<file path="src/rtl/perf_monitor.sv">
// Windowed multi-channel event counter keyed on CPU pc; closes on FINAL_PC or stall.
// Flags and counters update on the edge; rd_nibble has 1-cycle latency; no backpressure.
module perf_monitor #(
  parameter int NUM_CHANNELS = 4,
  parameter int COUNT_WIDTH  = 32,
  parameter int PC_WIDTH     = 12,
  parameter int START_PC     = 0,
  parameter int FINAL_PC     = 4095,
  parameter int STALL_LIMIT  = 16,
  localparam int CH_W  = (NUM_CHANNELS > 1) ? $clog2(NUM_CHANNELS) : 1,
  localparam int DIG_W = (COUNT_WIDTH > 4) ? $clog2(COUNT_WIDTH / 4) : 1
) (
  input  logic                    CLK_50,
  input  logic                    resetN,
  input  logic                    clear,
  input  logic [PC_WIDTH-1:0]     pc,
  input  logic [NUM_CHANNELS-1:0] event_in,
  input  logic [CH_W-1:0]         rd_channel,
  input  logic [DIG_W-1:0]        rd_digit,
  output logic [3:0]              rd_nibble,
  output logic                    running,
  output logic                    done,
  output logic                    stalled,
  output logic [NUM_CHANNELS-1:0] overflow
);

  localparam int SW = (STALL_LIMIT > 2) ? $clog2(STALL_LIMIT) : 1;
  localparam logic [PC_WIDTH-1:0] START_V   = PC_WIDTH'(START_PC);
  localparam logic [PC_WIDTH-1:0] FINAL_V   = PC_WIDTH'(FINAL_PC);
  localparam logic [SW-1:0]       STALL_MAX = SW'(STALL_LIMIT - 1);

  typedef enum logic [1:0] {IDLE, RUN, DONE} state_t;

  state_t                 state, state_nxt;
  logic                   stalled_nxt;
  logic [PC_WIDTH-1:0]    pc_q;
  logic [SW-1:0]          stall_cnt, stall_cnt_nxt;
  logic [COUNT_WIDTH-1:0] cnt [NUM_CHANNELS];
  logic [COUNT_WIDTH-1:0] sel, shifted;
  logic                   at_start, at_final, pc_same, stall_hit, cnt_en;

  assign at_start  = (pc == START_V);
  assign at_final  = (pc == FINAL_V);
  assign pc_same   = (pc == pc_q);
  assign stall_hit = pc_same && (stall_cnt == STALL_MAX);

  always_comb begin
    state_nxt   = state;
    stalled_nxt = stalled;
    case (state)
      IDLE: if (at_start) state_nxt = at_final ? DONE : RUN;
      RUN: begin
        // FINAL_PC wins over the stall detector, so stalled stays clear.
        if (at_final) begin
          state_nxt = DONE;
        end else if (stall_hit) begin
          state_nxt   = DONE;
          stalled_nxt = 1'b1;
        end
      end
      DONE:    state_nxt = DONE;
      default: state_nxt = IDLE;
    endcase
    if (clear) begin
      state_nxt   = IDLE;
      stalled_nxt = 1'b0;
    end
  end

  always_comb begin
    cnt_en        = !clear && ((state == RUN) || ((state == IDLE) && at_start));
    stall_cnt_nxt = '0;
    if (!clear && (state == RUN) && (state_nxt == RUN) && pc_same)
      stall_cnt_nxt = stall_cnt + SW'(1);
  end

  always_comb begin
    sel = '0;
    for (int i = 0; i < NUM_CHANNELS; i++)
      if (rd_channel == CH_W'(i)) sel = cnt[i];
    shifted = sel >> {rd_digit, 2'b00};
  end

  always_ff @(posedge CLK_50 or negedge resetN) begin
    if (!resetN) begin
      state     <= IDLE;
      running   <= 1'b0;
      done      <= 1'b0;
      stalled   <= 1'b0;
      pc_q      <= '0;
      stall_cnt <= '0;
      rd_nibble <= '0;
      overflow  <= '0;
      for (int i = 0; i < NUM_CHANNELS; i++) cnt[i] <= '0;
    end else begin
      state     <= state_nxt;
      running   <= (state_nxt == RUN);
      done      <= (state_nxt == DONE);
      stalled   <= stalled_nxt;
      pc_q      <= pc;
      stall_cnt <= stall_cnt_nxt;
      rd_nibble <= shifted[3:0];
      for (int i = 0; i < NUM_CHANNELS; i++) begin
        if (clear) begin
          cnt[i]      <= '0;
          overflow[i] <= 1'b0;
        end else if (cnt_en && event_in[i]) begin
          // Saturate: an event arriving at all-ones is lost and flagged.
          if (&cnt[i]) overflow[i] <= 1'b1;
          else         cnt[i]      <= cnt[i] + COUNT_WIDTH'(1);
        end
      end
    end
  end

endmodule

</file>
<file path="config.mk">
export PLATFORM = sky130hd
export DESIGN_NAME = perf_monitor
export DESIGN_NICKNAME = d
export VERILOG_FILES = /design/src/rtl/perf_monitor.sv
export SDC_FILE = /design/constraint.sdc
export NUM_CORES = 1
export LEC_CHECK = 0
export CAP_MARGIN = 0
export CORE_ASPECT_RATIO = 1.4
export CORE_MARGIN = 2
export CORE_UTILIZATION = 35
export CTS_CLUSTER_DIAMETER = 80
export CTS_CLUSTER_SIZE = 16
export DETAILED_ROUTE_END_ITERATION = 8
export GPL_TIMING_DRIVEN = 0
export PLACE_DENSITY = 0.53
export SETUP_SLACK_MARGIN = 0.15
export SLEW_MARGIN = 30
export SYNTH_ARGS = -nofsm -noshare
export SYNTH_HDL_FRONTEND = slang
export SYNTH_SLANG_ARGS = --single-unit
</file>
<file path="constraint.sdc">
create_clock -name CLK_50 -period 3.3 [get_ports CLK_50]
set_input_delay 0.33 -clock CLK_50 [delete_from_list [all_inputs] [get_ports CLK_50]]
set_output_delay 0.33 -clock CLK_50 [all_outputs]
set_load 0.02 [all_outputs]
</file>
==> results.md <==
* Result of the run: completed
* Weighted congestion at the end of routability-driven global placement at just over 0.9
* Worst reg2reg startpoint: cnt[99]$_DFFE_PN0P_
* Number of distinct standard cells referenced by the synthesized netlist at 67
* CTS Buf Count at 17
* Path type of the worst setup path: flip-flop to flip-flop
* Layout Cells excl Fill at 1432
* Leading cell types by total area after synthesis: dfrtp_1 (41%), mux4_2 (6.8%), or4_1 (5.9%), o31ai_1 (5.9%), a21oi_1 (5.8%)
* Final setup viols at 0
* # H-tree levels at 4
* RSZ-0062 raised after global routing: false
* Die Height at 200 um
* Area of the mapped netlist at 9620 um^2
* Top library cells by usage in the layout, fill and taps aside: dfrtp_1 (157), a21oi_1 (111), or4_1 (76)
* HPWL after DPL at roughly 24000 um
* Relative area change from synthesis to final layout at 15.2%
* CP Capture Type: flip-flop
* Filler instances at 2670
* Portion of the post-synthesis area used by sequential elements at 40.8%
* Crit-path slowest cell: nor4_1
* Number of slew-limit violations in the final report at 0
* Async S/R FF share, synth at 100%
* Setup slack of the critical path after layout at just over 0.4 ns
* Via count at 8882
* Share of post-route cells with drive strength above 1 at ~11%
* Series of cell instances along the critical path: nand3_1 > nor4_1 > and4bb_2 > buf_2 > buf_1 > o31ai_1 > a21oi_1
* Clock Sink Count at 157
* Final clock skew at around 0.015 ns
* Count of cells along the worst register-to-register path at 7
* Post-Place Worst Slack at between 0.015 and 0.02 ns
* Transition time at the pin with the least slew margin at 0.862 ns
* Reported max-cap violation count at 0
* Fin util at 41.2%
* Worst EP required at ~3.7 ns
* Starting density of the core at 35.7%
* Commonest non-fill, non-tap cell in the layout: dfrtp_1
* Reg2Reg Capture Point: cnt[102]$_DFFE_PN0P_
* DRC at 0
* Violation count after the first detailed-route iteration at 646
* Count of nets left with antenna violations after detail routing at 0
* CP startpoint kind: flip-flop
* Final min period at 2.90 ns
* Wirelength, routed at about 32000 um
* Cell Count Post-Placement at 1400
* Post-synth EDFFs at 0
* Worst-case clock buffer depth at 2
* Max incr delay on CP at just under 0.6 ns
* Largest driver fanout on the critical path at 10
* Pin count of the biggest net entering global routing at 69
* Core Footprint at 26900 um^2
* Worst max-slew margin expressed relative to the limit at 42.5%
* Data arrival time of the critical path at 3.26 ns
* Pre-Repair DR Iteration Count at 5
* Routed via count divided by cell count at 6.20
* Die Footprint at 28900 um^2
* Total power per unit cell area at 389 nW/um^2
* Worst Hold Class: input pin to async pin
* Top FF cell, synth: dfrtp_1
* Synth Net Count at 1032
* Cell taking the most area after synthesis: dfrtp_1
* Die X-Extent at 144 um
* First-pass GRT wire length at 50600 um
* R2R Setup Slk at approximately 0.4 ns
* Total Nets Final at about 1100
* Static Leakage at 3.91 nW
* Pwr Total at ~4.3 mW
* Source of the critical timing path: cnt[99]$_DFFE_PN0P_
* Number of instances in the synthesized netlist at 1003
* Final global-route overflow total at 0
* Fmax at 345 MHz
* Final period util at between 80% and 90%
* Clock tree root driver cell: clkbuf_16
* Clock network latency to the later pin of the worst-skew pair at between 0.4 and 0.5 ns
* Number of top-level design ports at 35
* CTS tree: built
* GRT Util Overall at 22.8%
* Number of hold violations in the final report at 0
* Area share of the largest cell type after synthesis at approximately two fifths
* Warnings, synthesis at 0
* Port Buffer Count at 30
* Drt wl/cell at 22.5 um
* IR Drop Worst-Case VDD at between 300 and 400 uV
* Average footprint of a synthesized cell at about 9.6 um^2
* Number of placement rows at 71
* Final total negative setup slack at 0 ns
* Diode insertion count for antenna repair at 0
* Clock-pin slew of the registers on the worst-case setup and hold paths at 0.07 ns
* Number of antenna violations at the first check in global routing at 0
* FF+latch count, synth at between 150 and 200
* Vias in the first global route at 8734
[synth_stat cells, types with 4 or more instances]
cell type  number
nor3_1          8
mux2_2         13
nand3b_1        4
a21oi_1       111
o2111ai_1       5
or4_1          76
nand4_1        43
o31ai_1        75
nand3_1        46
dfrtp_1       157
and2_1         10
clkbuf_1       51
nor2_1         44
or2_2           9
ha_1            5
xor2_1         14
nor2b_1         9
mux4_2         29
o41ai_1        10
or3_1          26
o21ai_0        37
nand2_1        56
nor4_1         21
and4_1         12
o21a_1          4
a2bb2oi_1       4
o211ai_1        7
mux2i_1        11
and3_1         11
inv_1          26
buf_2          12
[registers in the layout, indices dropped and copies added, names as in the netlist]
signal and flops:
rd_nibble 4, cnt 128, overflow 4, state 2, done 1, pc_q 12, stalled 1, stall_cnt 4
running 1
[how the worst max path moves through the flow]
| stage | to | slack [ns] |
|---|---|---|
| after global routing | cnt[121]$_DFFE_PN0P_ | 0.22 |
| after detailed placement | cnt[80]$_DFFE_PN0P_ | 0.02 |
| after CTS | cnt[34]$_DFFE_PN0P_ | 0.27 |
| final | cnt[102]$_DFFE_PN0P_ | 0.40 |
| after global placement | pc_q[7]$_DFF_PN0_ | -5.11 |
| after floorplan | cnt[62]$_DFFE_PN0P_ | 0.85 |
[cell families (layout without fill, tap and decap cells)]
kind of cell | after synthesis | in the layout | share of synthesized area (%)
buffers and inverters | 94 | 158 | 4.01
xor gates and xnor gates | 17 | 17 | 1.55
adders and majority gates | 5 | 5 | 0.650
and+or+nand+nor | 402 | 402 | 25.2
AOI/OAI and AO/OA | 274 | 274 | 18.0
DFF | 157 | 157 | 40.8
muxes | 54 | 54 | 9.73
[critical path: cells and delay by family (launching register included)]
kind / cells / cell delay (ns)
AOI/OAI and AO/OA: 2 / 0.30
buffers and inverters: 2 / 0.72
DFF: 1 / 0.55
and+or+nand+nor: 3 / 1.24
[layout make-up]
class	count	area [um^2]	area share, %
buffer	68	288	2.60
clock buffer	20	457	4.12
clock inverter	11	158	1.42
inverter	26	97.6	0.880
multi-input combinational	752	5330	48.1
sequential	157	3930	35.4
tap	365	457	4.12
timing repair buffer	33	370	3.34
[where the power goes]
part,total [mW],internal [mW],switching (mW)
combinational,0.251,0.0829,0.168
clock,2.12,1.24,0.879
sequential,1.95,1.94,0.00886
total,4.31,3.26,1.06
[per-stage QoR]
step                      area [um^2]  hold WS, ns
after floorplan                  9620       0.0344
after global placement          10400        0.455
after detailed placement        10500        0.187
after CTS                       11100        0.329
after global routing            11100        0.354
final                           11100        0.326
[routing by layer]
layer,global-route usage [%],share of wire (%)
met1,28.7,41
met2,38.7,50
met4,10.7,4.5
met5,0,0
met3,2.99,4.3
[repair_timing]
item | in CTS | in global routing
endpoints found under the hold margin | 23 | 0
hold buffers | 1 | 0
buffers inserted | 0 | 0
setup endpoints to repair | 0 | 10
gates resized for setup | 0 | 1
No activity file was read; power rests on OpenSTA's default activity.
